File: src/rtl/bp_port_sched.sv
// bp_port_sched: port sequencer for the single-ported branch history table.
//   After reset it sweeps every table entry to INIT_VAL, one write per cycle.
//   In RUN it grants the table port each cycle to either a pending write-back
//   (priority) or a prediction lookup. Looked-up branches are kept in an
//   in-order FIFO so a resolution only has to carry the actual outcome.
//
// Ports:
//   clk_i, rst_i                  clock, synchronous active-high reset
//   lookup_valid_i/idx_i/ready_o  lookup request (low IDX_W bits of idx_i)
//   pred_valid_o, prediction_o    prediction, one cycle after lookup accept
//   resolve_valid_i/br_result_i   outcome of the oldest in-flight branch
//   resolve_ready_o               resolution accepted when valid & ready
//   mispredict_o                  pulse the cycle after a wrong prediction resolves
//   tbl_en/we/addr/wdata_o        table port, tbl_rdata_i has 1-cycle latency
//   init_done_o                   high once the init sweep is complete
//   inflight_o                    number of queued (pushed) branches
module bp_port_sched #(
    parameter int IDX_W    = 10,
    parameter int CTR_W    = 2,
    parameter int DEPTH    = 8,
    parameter int INIT_VAL = 1
) (
    input  logic                       clk_i,
    input  logic                       rst_i,
    input  logic                       lookup_valid_i,
    input  logic [31:0]                idx_i,
    output logic                       lookup_ready_o,
    output logic                       pred_valid_o,
    output logic                       prediction_o,
    input  logic                       resolve_valid_i,
    input  logic                       br_result_i,
    output logic                       resolve_ready_o,
    output logic                       mispredict_o,
    output logic                       tbl_en_o,
    output logic                       tbl_we_o,
    output logic [IDX_W-1:0]           tbl_addr_o,
    output logic [CTR_W-1:0]           tbl_wdata_o,
    input  logic [CTR_W-1:0]           tbl_rdata_i,
    output logic                       init_done_o,
    output logic [$clog2(DEPTH):0]     inflight_o
);
    localparam int PTR_W = $clog2(DEPTH);
    localparam int CNT_W = PTR_W + 1;
    localparam logic [CTR_W-1:0] INIT_CTR = CTR_W'(INIT_VAL);
    localparam logic [CTR_W-1:0] CTR_MAX  = {CTR_W{1'b1}};

    typedef enum logic {ST_INIT, ST_RUN} state_t;
    state_t state_q, state_d;

    logic [IDX_W-1:0] init_addr_q;
    logic             lk_vld_q;
    logic [IDX_W-1:0] lk_idx_q;
    logic             wb_vld_q;
    logic [IDX_W-1:0] wb_idx_q;
    logic [CTR_W-1:0] wb_ctr_q;
    logic             mispredict_q;

    logic [IDX_W-1:0] fifo_idx_q [DEPTH];
    logic [CTR_W-1:0] fifo_ctr_q [DEPTH];
    logic [PTR_W-1:0] rd_ptr_q, wr_ptr_q;
    logic [CNT_W-1:0] cnt_q;

    logic             run, lk_acc, rs_acc;
    logic [CTR_W-1:0] captured, head_ctr, new_ctr;

    if (IDX_W < 32) begin : g_unused
        logic unused_idx_bits;
        assign unused_idx_bits = ^idx_i[31:IDX_W];
    end

    assign run = (state_q == ST_RUN);

    // The pending (accepted, not yet pushed) lookup is counted as well, so a
    // lookup in the cycle before the push lands can never overfill the FIFO.
    assign lookup_ready_o  = run && !wb_vld_q &&
                             ((cnt_q + CNT_W'(lk_vld_q)) < CNT_W'(DEPTH));
    assign resolve_ready_o = run && (cnt_q != '0) && !wb_vld_q;
    assign lk_acc = lookup_valid_i && lookup_ready_o;
    assign rs_acc = resolve_valid_i && resolve_ready_o;

    // A write-back issuing in the read's data cycle is newer than the array
    // contents returned on tbl_rdata_i.
    assign captured = (wb_vld_q && run && (wb_idx_q == lk_idx_q)) ? wb_ctr_q : tbl_rdata_i;

    assign head_ctr = fifo_ctr_q[rd_ptr_q];
    always_comb begin
        new_ctr = head_ctr;
        if (br_result_i) begin
            if (head_ctr != CTR_MAX) new_ctr = head_ctr + 1'b1;
        end else begin
            if (head_ctr != '0) new_ctr = head_ctr - 1'b1;
        end
    end

    assign pred_valid_o = lk_vld_q;
    assign prediction_o = lk_vld_q & captured[CTR_W-1];
    assign mispredict_o = mispredict_q;
    assign init_done_o  = run;
    assign inflight_o   = cnt_q;

    // Next state and table port mux.
    always_comb begin
        state_d     = state_q;
        tbl_en_o    = 1'b0;
        tbl_we_o    = 1'b0;
        tbl_addr_o  = '0;
        tbl_wdata_o = '0;
        case (state_q)
            ST_INIT: begin
                tbl_en_o    = 1'b1;
                tbl_we_o    = 1'b1;
                tbl_addr_o  = init_addr_q;
                tbl_wdata_o = INIT_CTR;
                if (init_addr_q == {IDX_W{1'b1}}) state_d = ST_RUN;
            end
            default: begin
                if (wb_vld_q) begin
                    tbl_en_o    = 1'b1;
                    tbl_we_o    = 1'b1;
                    tbl_addr_o  = wb_idx_q;
                    tbl_wdata_o = wb_ctr_q;
                end else if (lk_acc) begin
                    tbl_en_o   = 1'b1;
                    tbl_addr_o = idx_i[IDX_W-1:0];
                end
            end
        endcase
    end

    always_ff @(posedge clk_i) begin
        if (rst_i) begin
            state_q      <= ST_INIT;
            init_addr_q  <= '0;
            lk_vld_q     <= 1'b0;
            lk_idx_q     <= '0;
            wb_vld_q     <= 1'b0;
            wb_idx_q     <= '0;
            wb_ctr_q     <= '0;
            mispredict_q <= 1'b0;
            rd_ptr_q     <= '0;
            wr_ptr_q     <= '0;
            cnt_q        <= '0;
        end else begin
            state_q <= state_d;
            if (state_q == ST_INIT) init_addr_q <= init_addr_q + 1'b1;

            lk_vld_q <= lk_acc;
            if (lk_acc) lk_idx_q <= idx_i[IDX_W-1:0];

            // rs_acc needs an empty write-back register, so load and issue
            // never coincide.
            if (rs_acc) begin
                wb_vld_q <= 1'b1;
                wb_idx_q <= fifo_idx_q[rd_ptr_q];
                wb_ctr_q <= new_ctr;
            end else if (wb_vld_q) begin
                wb_vld_q <= 1'b0;
            end

            mispredict_q <= rs_acc && (br_result_i != head_ctr[CTR_W-1]);

            if (lk_vld_q) wr_ptr_q <= wr_ptr_q + 1'b1;
            if (rs_acc)   rd_ptr_q <= rd_ptr_q + 1'b1;
            cnt_q <= cnt_q + CNT_W'(lk_vld_q) - CNT_W'(rs_acc);
        end
    end

    // FIFO payload: no reset needed, occupancy is tracked by the pointers.
    always_ff @(posedge clk_i) begin
        if (wb_vld_q && run) begin
            for (int i = 0; i < DEPTH; i++)
                if (fifo_idx_q[i] == wb_idx_q) fifo_ctr_q[i] <= wb_ctr_q;
        end
        if (lk_vld_q && !rst_i) begin
            fifo_idx_q[wr_ptr_q] <= lk_idx_q;
            fifo_ctr_q[wr_ptr_q] <= captured;
        end
    end
endmodule

File: config.mk
export PLATFORM = sky130hd
export DESIGN_NAME = bp_port_sched
export DESIGN_NICKNAME = d
export VERILOG_FILES = /design/src/rtl/bp_port_sched.sv
export SDC_FILE = /design/constraint.sdc
export NUM_CORES = 1
export LEC_CHECK = 0
export ABC_CLOCK_PERIOD_IN_PS = 4450
export CAP_MARGIN = 25
export CORE_MARGIN = 4
export CORE_UTILIZATION = 50
export DETAILED_ROUTE_END_ITERATION = 6
export PLACE_DENSITY = 0.76
export SETUP_SLACK_MARGIN = 0.15
export SYNTH_ARGS = -nofsm -noshare
export SYNTH_HDL_FRONTEND = slang
export SYNTH_SLANG_ARGS = --single-unit
File: constraint.sdc
create_clock -name clk_i -period 4.45 [get_ports clk_i]
set_input_delay 0.89 -clock clk_i [delete_from_list [all_inputs] [get_ports clk_i]]
set_output_delay 0.89 -clock clk_i [all_outputs]
set_load 0.005 [all_outputs]
==> results.yml <==
yosys:
  seq_area_frac_synth: 0.5464
  synth_seq_cells: 145
  syn_avg_cell_area_um2: 12.67
  synth.largest_area_cell: "sky130_fd_sc_hd__edfxtp_1"
  post_synth_main_area_contributors: "sky130_fd_sc_hd__edfxtp_1, sky130_fd_sc_hd__dfxtp_1, sky130_fd_sc_hd__xor2_1"
  synth-warning-count: 0
  most_numerous_cell_types_in_the_synthesized_netlist: "sky130_fd_sc_hd__xor2_1, sky130_fd_sc_hd__edfxtp_1, sky130_fd_sc_hd__dfxtp_1"
  post_synth_num_cell_types: 45
  synthMostInstantiatedCell: "sky130_fd_sc_hd__xor2_1"
  synth_nets: 604
  netlist.area_leader.share: 0.4076
  asyncSetResetFlopFracSynth: 0
  synth_area_um2: 7072
  post_synth_inst_count: 558
  synth-edff-count: 96
  ys.flop_type: "sky130_fd_sc_hd__edfxtp_1"
drt:
  drtAntennaViolNets: 0
  dr.first_iter.drc_count: 390
  drt-vias-per-instance: 5.777
  detail_route.wl_per_cell_um: 20.90
  drt_first_pass_iters: 4
  detail_route.wirelength_um: 16700
  number_of_vias_after_detailed_routing: 4616
  drt_drc_violations_left: 0
cts:
  post_cts_hold_buffer_count: 0
  h-tree-depth: 4
  clk-insertion-delay-late_ns: 0.42
  cts_resized: 0
  cts.clk_slew.worst_paths_ns: 0.05
  clockBufferDepth: 2
  cts_tree: "yes"
  clk_root_buffer_cell: "sky130_fd_sc_hd__clkbuf_16"
  cts_made_buffers: 17
  postCtsSetupBuffers: 0
  cts.sinks: 145
worst_setup_path:
  worst-path-max-fanout: 15
  timing.critical_path.cells: "xor2_1, nor4_1, nand3_2, mux2i_1, nor2b_1, clkdlybuf4s50_1"
  start_kind: "flop"
  critical_path_data_arrival_time_ns: 2.80
  slowest_stage: "sky130_fd_sc_hd__dfxtp_1"
  setup.worst_path.end_class: "output pin"
  cp_slowest_stage_delay_ns: 0.66
  required_ns: 3.56
  cp.buffers_inverters: 1
  criticalPathCategory: "flop to output pin"
  critical_path.top_delay_family: "simple AND/OR/NAND/NOR gates"
floorplan:
  full_die_area_um2: 16110
  chipWidth_um: 126.9
  floorplan.io_pins: 63
  floorplan.initialDensity: 0.5095
  die_height_um: 126.9
  core_area_um2: 13880
  site_row_count: 43
global_routing:
  wire_length_of_the_first_global_routing_pass_um: 26790
  global_route.overflow_total: 0
  number_of_antenna_violations_at_the_first_check_in_global_routing: 0
  globalRouteTotalUtil: 0.2199
  number_of_global_route_vias_before_repair: 4846
  grt_start_max_net_pins: 47
final_layout:
  postLayoutCoreUtil: 0.5930
  final_net_count: 652
  area_growth_pct: 16.40
  final_cells: 799
  post_route_cells_drive_above_1_share: 0.1712
  fill_cells: 1124
  finish.instance_area_um2: 8232
  n_antenna_cell: 0
sta:
  worst-slew-pin-transition_ns: 0.8747
  min_period_over_period: 0.8300
  final-hold-violation-count: 0
  post-route-min-period_ns: 3.693
  finalSetupViolations: 0
  totalNegativeSetupSlack_ns: 0
  timing.clock.skew_ns: 0.008207
  timing.max_slew.rel_slack: 0.4147
  fin_hold_ws_ns: 0.5203
  rsz0062_at_grt: "false"
  achievable-frequency_ghz: 0.2707
  slew_viol_final: 0
  postLayoutSetupSlackWorst_ns: 0.7565
power:
  power.internal_mw: 2.231
  p_sw_mw: 0.5314
  p_clk_frac: 0.469
  power.static_leakage_nw: 3.473
  p_comb_frac: 0.016
  p_per_area_nw_per_um2: 335.6
  power.sequential.fraction: 0.515
  worst_ir_drop_vdd_mv: 0.2441
  p_sw_frac: 0.1924
  report.power.total_mw: 2.763
placed_design:
  detailed_place.area_um2: 7662
  detailed_place_hpwl_um: 11660
  place_congestion: 0.8499
  place_ws_ns: 1.086
  place_inst: 766
  placement.io_buffers: 40
run:
  maxCapViolCount: 0
status:
  outcome: "finished, final reports clean"
worst_hold_path:
  holdCritPathClass: "flop to flop"
[placed cells by master, fill, tap and decap left out, drive strengths merged, types with 23 or more instances in the layout]
cell type and n:
a21oi 23, clkbuf 26, clkdlybuf4s50 39, dfxtp 49
edfxtp 96, mux4 24, nand2 47, nor2 41
xor2 99
[power by group through the flow]
stage | registers, mW | logic [mW] | clock network (mW)
floorplan | 1.45 | 0.0182 | 0
global route | 1.42 | 0.0474 | 1.37
global placement | 1.45 | 0.0426 | 0
CTS | 1.42 | 0.0435 | 1.31
finish | 1.42 | 0.0438 | 1.30
detailed placement | 1.45 | 0.0431 | 0
[final timing paths]
check              startpoint          endpoint  slack (ns)  depth (start not counted)
setup / recovery  wb_idx_q[8]      prediction_o        0.76                          6
hold reg to reg   wr_ptr_q[0]       wr_ptr_q[0]        0.52                          2
setup reg to reg  wb_idx_q[8]  fifo_ctr_q[6][0]        2.04                          5
hold / removal    wr_ptr_q[0]       wr_ptr_q[0]        0.52                          2
[kinds of logic (layout without fill, tap and decap cells)]
family          after synthesis  count (layout)  synth area share
flops                       145             145            0.5464
buf+inv                      35              96           0.02583
compound gates               52              52           0.05290
xor+xnor                    106             106            0.1313
fa+ha+maj                     7               7           0.01238
simple gates                164             164            0.1148
mux                          49              49            0.1164
[flip-flops by register name, summed over array words and instances (netlist names), named ones only]
register / flops
wb_ctr_q: 2
wr_ptr_q: 3
wb_vld_q: 1
rd_ptr_q: 3
init_addr_q: 10
inflight_o: 4
fifo_idx_q: 80
init_done_o: 1
wb_idx_q: 10
lk_idx_q: 10
fifo_ctr_q: 16
pred_valid_o: 1
mispredict_o: 1
[tightest hold or removal path: stages (launching register included)]
cell and delay, ns:
sky130_fd_sc_hd__dfxtp_1 0.33, sky130_fd_sc_hd__nand2b_1 0.08, sky130_fd_sc_hd__a21oi_1 0.06
[routing by layer]
layer | share of wire | routed length [um] | global-route usage | vias to the layer above
met5 | 0 | 0 | 0 | -
met4 | 0.022 | 368 | 0.07571 | 0
met3 | 0.057 | 947 | 0.04505 | 27
met2 | 0.51 | 8445 | 0.3752 | 183
met1 | 0.42 | 6936 | 0.2802 | 2286
li1 | - | - | - | 2120
[cell type report]
type | instances | area (um2) | area share
Inverter | 6 | 25.02 | 0.003040
Multi-Input combinational cell | 378 | 3025 | 0.3675
Clock buffer | 26 | 511.7 | 0.06217
Tap cell | 180 | 225.2 | 0.02736
Sequential cell | 145 | 3864 | 0.4694
Clock inverter | 6 | 30.03 | 0.003648
Timing Repair Buffer | 58 | 550.5 | 0.06688
(Power assumes the default switching activity.)
